### src/rtl/tdc_meas_sequencer.sv
// ----------------------------------------------------------------------------
// tdc_meas_sequencer
//   Sequences one TDC measurement shot: a start trigger opens the measure
//   window, then the stop-blanking window runs with the save strobe and the
//   TDC master reset, then the sequencer returns to idle. Shot timing comes
//   from run-time registers that can be written only while idle. Completed
//   shots are counted modulo the result FIFO depth.
//
//   Optional feature macro: STOP_CHAN_MASK_EN
//     defined   : cfg_addr 3 writes a per-channel stop_dis mask
//     undefined : mask fixed at 4'hF; a cfg_addr 3 write is silently ignored
//
// Ports
//   clk          clock, all logic on posedge
//   reset        synchronous active-high reset
//   cfg_we       config write strobe
//   cfg_addr     0=test_time 1=period 2=mrst_start 3=stop mask
//   cfg_wdata    config write data
//   tstart_tri   shot start trigger, level sampled every cycle
//   stop_dis     per-channel TDC stop disable (blanking window)
//   master_rst   TDC master reset pulse
//   data_save    one-cycle strobe: TDC results ready to store
//   busy         shot in progress
//   cfg_err      one-cycle strobe: rejected write or rejected trigger
//   shot_cnt     completed shots modulo FIFO_DEPTH
//   fifo_wrap    one-cycle strobe when shot_cnt wraps to 0
//   overrun_cnt  triggers ignored while busy, saturating
// ----------------------------------------------------------------------------
module tdc_meas_sequencer #(
    parameter int unsigned CNT_W          = 32,
    parameter int unsigned DEF_TEST_TIME  = 15000,
    parameter int unsigned DEF_PERIOD     = 20000,
    parameter int unsigned DEF_MRST_START = 16000,
    parameter int unsigned MRST_LEN       = 30,
    parameter int unsigned SAVE_OFFSET    = 100,
    parameter int unsigned FIFO_DEPTH     = 8192
) (
    input  logic             clk,
    input  logic             reset,
    input  logic             cfg_we,
    input  logic [1:0]       cfg_addr,
    input  logic [CNT_W-1:0] cfg_wdata,
    input  logic             tstart_tri,
    output logic [3:0]       stop_dis,
    output logic             master_rst,
    output logic             data_save,
    output logic             busy,
    output logic             cfg_err,
    output logic [12:0]      shot_cnt,
    output logic             fifo_wrap,
    output logic [7:0]       overrun_cnt
);

    // One extra bit so offset sums never wrap in the compares.
    localparam int unsigned XW        = CNT_W + 1;
    localparam logic [12:0] SHOT_LAST = 13'(FIFO_DEPTH - 1);

    typedef enum logic [1:0] {IDLE, MEAS, BLANK} state_t;

    state_t           state, stateNext;
    logic [CNT_W-1:0] count, countNext;
    logic [CNT_W-1:0] testTime, period, mrstStart;
    logic [3:0]       mask;
    logic             shotDone, badTrig, cfgValid;

    logic [XW-1:0] countX, testTimeX, periodX, mrstStartX;
    logic [XW-1:0] saveAtX, mrstEndX, periodP1X;

    assign countX     = {1'b0, count};
    assign testTimeX  = {1'b0, testTime};
    assign periodX    = {1'b0, period};
    assign mrstStartX = {1'b0, mrstStart};
    assign saveAtX    = testTimeX + XW'(SAVE_OFFSET);
    assign mrstEndX   = mrstStartX + XW'(MRST_LEN);
    assign periodP1X  = periodX + XW'(1);

    assign cfgValid = (testTime != '0) && (saveAtX <= periodX) &&
                      (testTimeX < mrstStartX) && (mrstEndX <= periodP1X);

`ifndef STOP_CHAN_MASK_EN
    assign mask = 4'hF;
`endif

    always_ff @(posedge clk) begin
        if (reset) begin
            state <= IDLE;
            count <= '0;
        end else begin
            state <= stateNext;
            count <= countNext;
        end
    end

    always_comb begin
        stateNext  = state;
        countNext  = count;
        shotDone   = 1'b0;
        badTrig    = 1'b0;
        busy       = (state != IDLE);
        stop_dis   = '0;
        data_save  = 1'b0;
        master_rst = 1'b0;

        case (state)
            IDLE: begin
                if (tstart_tri) begin
                    if (cfgValid) begin
                        stateNext = MEAS;
                        countNext = CNT_W'(1);
                    end else begin
                        badTrig = 1'b1;
                    end
                end
            end
            MEAS: begin
                countNext = count + CNT_W'(1);
                if (count == testTime) stateNext = BLANK;
            end
            BLANK: begin
                if (count == period) begin
                    stateNext = IDLE;
                    countNext = '0;
                    shotDone  = 1'b1;
                end else begin
                    countNext = count + CNT_W'(1);
                end
            end
            default: begin
                stateNext = IDLE;
                countNext = '0;
            end
        endcase

        // Window decode is gated by busy so an idle-time register write
        // (e.g. mrst_start=0) cannot leak a pulse onto the TDC pins.
        if (busy) begin
            if ((countX > testTimeX) && (countX <= periodX)) stop_dis = mask;
            data_save  = (countX == saveAtX);
            master_rst = (countX >= mrstStartX) && (countX < mrstEndX);
        end
    end

    always_ff @(posedge clk) begin
        if (reset) begin
            testTime    <= CNT_W'(DEF_TEST_TIME);
            period      <= CNT_W'(DEF_PERIOD);
            mrstStart   <= CNT_W'(DEF_MRST_START);
            cfg_err     <= 1'b0;
            fifo_wrap   <= 1'b0;
            shot_cnt    <= '0;
            overrun_cnt <= '0;
`ifdef STOP_CHAN_MASK_EN
            mask        <= 4'hF;
`endif
        end else begin
            cfg_err   <= badTrig | (cfg_we & busy);
            fifo_wrap <= 1'b0;

            // Trigger validation above reads the registers before this
            // write lands, so a same-cycle write + trigger uses old values.
            if (cfg_we && !busy) begin
                case (cfg_addr)
                    2'd0: testTime  <= cfg_wdata;
                    2'd1: period    <= cfg_wdata;
                    2'd2: mrstStart <= cfg_wdata;
                    default: begin
`ifdef STOP_CHAN_MASK_EN
                        mask <= cfg_wdata[3:0];
`endif
                    end
                endcase
            end

            if (shotDone) begin
                if (shot_cnt == SHOT_LAST) begin
                    shot_cnt  <= '0;
                    fifo_wrap <= 1'b1;
                end else begin
                    shot_cnt <= shot_cnt + 13'd1;
                end
            end

            if (busy && tstart_tri && (overrun_cnt != 8'hFF))
                overrun_cnt <= overrun_cnt + 8'd1;
        end
    end

endmodule

### config.mk
export PLATFORM = sky130hd
export DESIGN_NAME = tdc_meas_sequencer
export DESIGN_NICKNAME = d
export VERILOG_FILES = /design/src/rtl/tdc_meas_sequencer.sv
export SDC_FILE = /design/constraint.sdc
export NUM_CORES = 1
export LEC_CHECK = 0
export ABC_AREA = 1
export CORE_MARGIN = 3
export CORE_UTILIZATION = 40
export CTS_CLUSTER_SIZE = 8
export DETAILED_ROUTE_END_ITERATION = 10
export PLACE_DENSITY = 0.55
export SYNTH_ARGS = -nofsm -noshare
export SYNTH_HDL_FRONTEND = slang
export SYNTH_SLANG_ARGS = --single-unit
### constraint.sdc
create_clock -name clk -period 10.7 [get_ports clk]
set_input_delay 1.605 -clock clk [delete_from_list [all_inputs] [get_ports clk]]
set_output_delay 1.605 -clock clk [all_outputs]
set_load 0.03 [all_outputs]
# == Yosys cells after proc, flatten, opt, wreduce, memory -nomap -nowiden ==
# Cells that the tools add are included.
# op_classes
add_sub_neg,6
order_cmp,7
eq_ne,13
mux,20
n_bitwise,3
reduce_logical,19
# op_table
op,n
2-to-1 mux 32 bit,3
case mux 32 bit (3 select lines),1
== test 32 bit,2
adder 32 x 1 -> 33 bit (second input constant),1
adder 32 x 5 -> 33 bit (second input constant),1
adder 32 x 7 -> 33 bit (second input constant),1
== test 32 x 33 -> 1 bit,1
less-or-equal comparator 33 x 32 -> 1 bit,1
less-or-equal comparator 33 bit,1
< comparator 32 x 33 -> 1 bit,1
adder 32 x 1 -> 32 bit (second input constant),1
greater-or-equal comparator 32 bit,1
> comparator 32 bit,1
less-or-equal comparator 32 bit,1
< comparator 32 bit,1
nonzero test 32 bit,1
adder 13 x 1 -> 13 bit (second input constant),1
== test 13 bit (second input constant),1
2-to-1 mux 13 bit,1
adder 8 x 1 -> 8 bit (second input constant),1
logical AND 1 bit,8
2-to-1 mux 1 bit,8
2-to-1 mux 2 bit,4
2-to-1 mux 4 bit,2
other kinds (14),23
# totals
ff_bits,153
in_bits,38
word_cells,77

# == Depth between registers and ports, before layout ==
# logic_depth
depth_word,9
ltp_mapped,28
ltp_nobuf,27

# == Least setup slack after synthesis ==
# No wires, ideal clock.
# synth_path
path_type,register -> output
startpoint,reg mrstStart[1]
endpoint,out master_rst
arrival_ns,2.974
t_required_ns,9.095
slack_ns,6.121
path_stages_with_launch,19
path_cell_list,dfxtp_1 inv_1 ha_1 nand3_1 nand3_2 nor2_2 nand4_2 nor4_4 nand3_2 nor2_4 xor2_2 ha_1 nand2_1 nor2_1 a211oi_1 o221ai_1 nor2_1 nand3_1 nor2_1
# synth_between
elab_chain_len,4
# synth_lines
item,line,source
start: declaration,62,"logic [CNT_W-1:0] testTime, period, mrstStart;"
start signal: assignment,147,mrstStart <= CNT_W'(DEF_MRST_START);
start signal: assignment,165,2'd2: mrstStart <= cfg_wdata;
adder 32 x 5 -> 33 bit,74,assign mrstEndX = mrstStartX + XW'(MRST_LEN);
< comparator 32 x 33 -> 1 bit,139,master_rst = (countX >= mrstStartX) && (countX < mrstEndX);
logical AND 1 bit *,139,
2-to-1 mux 1 bit *,136,if (busy) begin
end: declaration,45,"output logic master_rst,"
# Mark *: on every way between the ends. The rest lies on a longest branch, timed or not.

# == Worst setup path in the final report ==
# layout_path
startpoint,reg mrstStart[4]
endpoint,out master_rst
# Same word-level chain as after synthesis.

==> results_dict.tcl <==
set metrics [dict create \
    power_leakage_nw 7.53 \
    num_rows 70 \
    met2_usage_pct 42.5 \
    avgSynthCellArea_um2 6.81 \
    grtUsageTotal_pct 26.6 \
    setup_viol 0 \
    dp_hpwl_um 42600 \
    cpMaxStageDelayCell "clkdlybuf4s50_1" \
    critPathLaunchType "register" \
    worstReg2RegStart "period[0]" \
    path_class "register to primary output" \
    drv_cap 0 \
    grt_max_degree 90 \
    grt_pass1_wl_um 80100 \
    synth_mux_area_share_pct 0 \
    coreArea_mm2 0.0367 \
    async_reset_ff_share_pct 0 \
    grt_overflow_total 0 \
    diodes 0 \
    via_per_inst 5.46 \
    rsz0062_at_grt "no" \
    nFillCells 3802 \
    place_congestion 0.929 \
    drc 0 \
    seqCellArea_mm2 0.00306 \
    arrival_ps 4520 \
    clk_pin_slew_ps 70 \
    drt_iter0_markers 965 \
    numCtsBuffers 17 \
    path_cells "inv_1, nand2_1, nand2_1, inv_1, nand4_1, nor3_1, nand4_1, nor2_1, nand2_1, xor2_1, inv_1, ha_1, nand2_1, nor2_1, a211oi_1, o221ai_1, nor2_1, nand3_1, nor2_1, clkdlybuf4s50_1" \
    cts_setup_buffers 0 \
    met1_usage_pct 37.9 \
    wl_per_cell_um 19.2 \
    run_status "finished, final reports clean" \
    slowest_delay_ps 700 \
    post_synth_inst_count 2189 \
    synthAdderAreaFrac_pct 19.3 \
    start_util_pct 40.6 \
    min_period_ps 6130 \
    ys_ff_latch 153 \
    clock_latency_ps 470 \
    htree_levels 4 \
    drtPass1Iterations 7 \
    period_share_pct 57.3 \
    fin_tns_setup_ps 0 \
    synth_top_family_by_area "simple AND/OR/NAND/NOR gates" \
    ys_seq_area_share_pct 20.6 \
    cts_resized 0 \
    maxSlewViolCount 0 \
    relSlewSlack_pct 24.8 \
    use_met3_pct 3.07 \
    fin_worst_skew_ps 21.0 \
    die_area_mm2 0.0396 \
    syn_nets 2457 \
    num_vias 14825 \
    vdd_drop_max_mv 0.145 \
    nNetsFinal 2501 \
    synth_edf_count 0 \
    grt-busiest-layer "met2" \
    boundaryPins 68 \
    syn_to_final_growth_pct 11.1 \
    required_ps 9100 \
    syn_area_mm2 0.0149 \
    synth_compound_area_share_pct 14.6 \
    multiInputGateArea_mm2 0.0104 \
    synth_warnings 0 \
    drive_gt1_share_pct 6.46 \
    wl_um 52200 \
    cts_sinks 153 \
    portBuffers 67 \
    cts_hold_buf 0 \
    end_kind "primary output" \
    hold_viol_final 0 \
    fmax_ghz 0.163 \
    grt_antenna_before_repair 0 \
    synth_cell_types 56 \
    ys.flop_type "dfxtp_1" \
    synthXorXnorAreaFrac_pct 6.09 \
    cts_root_buf "clkbuf_16" \
    r2r_setup_slack_ps 5860 \
    crit_end "master_rst" \
    worst_slew_pin_slew_ps 1130 \
    r2r_cells 22 \
    startpoint "mrstStart[4]" \
    power-per-cell-area_mw_per_mm2 174 \
    die_w_um 199 \
    regToRegEndpoint "count[6]" \
    hp-class "register to register" \
    synth-simple-area-share_pct 30.1 \
    die_h_um 199 \
    cts_buffer_depth 2 \
    final_antenna_net_count 0 \
    grt_pass1_vias 14084 \
    cts_tree "done" \
    worst-path-max-fanout 7 \
    power_mw 2.89 \
]
per-stage QoR:
stage / hold WS (ps) / setup WS [ps] / cells / instance area, um^2 / utilization (%)
2_1_floorplan: 461 / 6120 / 2189 / 14900 / -
3_3_place_gp: 463 / 5070 / 2682 / 16000 / 43.5
3_5_place_dp: 463 / 5060 / 2682 / 16000 / 43.5
4_1_cts: 481 / 4540 / 2714 / 16600 / 45.1
5_1_grt: 506 / 4260 / 2714 / 16600 / 45.1
6_report: 476 / 4570 / 2714 / 16600 / 45.1
critical path: cells and delay by family, from the launching register on:
| kind | cells | cell delay (ps) |
|---|---|---|
| simple gates | 12 | 1910 |
| buf+inv | 4 | 950 |
| compound gates | 2 | 370 |
| flops | 1 | 310 |
| fa+ha+maj | 1 | 300 |
| xor+xnor | 1 | 200 |
registers in the layout, summed over array words and instances, names as in the netlist:
register	flops
count	32
mrstStart	32
period	32
testTime	32
shot_cnt	13
overrun_cnt	8
state	2
cfg_err	1
fifo_wrap	1
power by group:
group	switching [mW]	leakage, nW	internal [mW]
Sequential	0.146	1.25	0.647
Clock	0.277	0.280	0.350
Combinational	0.955	6.00	0.514
layout make-up:
class	instances	share of cell area (%)
Inverter	310	7.04
Sequential cell	153	18.5
Timing Repair Buffer	72	4.28
Multi-Input combinational cell	1679	63.1
Tap cell	468	3.54
Clock inverter	10	0.559
Clock buffer	22	2.99
how the worst min path moves through the flow:
stage / from / end / slack (ps) / cells past startpoint
finish: overrun_cnt[4] / overrun_cnt[4] / 480 / 1
global route: overrun_cnt[4] / overrun_cnt[4] / 510 / 1
floorplan: mrstStart[0] / mrstStart[0] / 460 / 2
global placement: overrun_cnt[4] / overrun_cnt[4] / 460 / 1
detailed placement: overrun_cnt[4] / overrun_cnt[4] / 460 / 1
CTS: overrun_cnt[4] / overrun_cnt[4] / 480 / 1
cell usage in the layout (no fill, tap or decap), drive strengths merged, types with 5 or more instances in the layout:
master / Yosys / layout
clkinv: 4 / 10
nor4: 32 / 32
nor2: 215 / 215
dfxtp: 153 / 153
or2: 7 / 7
o211ai: 19 / 19
nand3: 128 / 128
nor3: 66 / 66
nand2: 423 / 423
and3: 6 / 6
a31oi: 5 / 5
o21ai: 131 / 131
nand4: 59 / 59
clkdlybuf4s50: 0 / 67
a211oi: 10 / 10
xor2: 90 / 90
nand3b: 6 / 6
xnor2: 5 / 5
clkbuf: 33 / 22
o21a: 6 / 6
ha: 230 / 230
a21oi: 214 / 214
inv: 306 / 305
buf: 14 / 5
logic make-up (layout without fill, tap and decap cells):
group                      count (synthesis)  count (layout)
xor gates and xnor gates                  98              98
DFF                                      153             153
AOI/OAI and AO/OA                        401             401
buffers and inverters                    357             414
adders and majority gates                230             230
and+or+nand+nor                          950             950
layer usage:
layer	share of wire [%]	routed length (um)
met1	48	25200
met2	44	23200
met3	5.0	2610
met4	2.4	1250
met5	0	0
Yosys cell counts (3+ instances only):
master    instances  area [um^2]
dfxtp_1         153         3060
or2_2             4         25.0
o21a_1            6         45.0
nand4_1          57          357
xnor2_1           5         43.8
nor2_1          186          698
or2_1             3         18.8
buf_6             5         56.3
o21ai_0         128          641
a21o_1            3         22.5
a211oi_1         10         75.1
a31oi_1           5         31.3
nand3_1         105          526
nor2_2           25          156
nand2_2           8         50.1
nor4_1           29          181
nor3_2           11          110
inv_2            17         63.8
and3_1            6         37.5
nor3_1           53          265
nand2_1         413         1550
nand3_2          23          230
nor3b_1           4         30.0
clkinv_1          4         15.0
nor2_4            4         45.0
o21bai_1          4         30.0
clkbuf_1         33          124
buf_2             5         25.0
o211ai_1         19          143
xnor3_1           3         67.6
buf_4             3         22.5
nand3b_1          6         45.0
xor2_1           89          780
a21oi_1         212         1060
inv_1           289         1080
ha_1            230         2880
and2_1            3         18.8
Note: power is estimated with default switching activity, not from simulation.
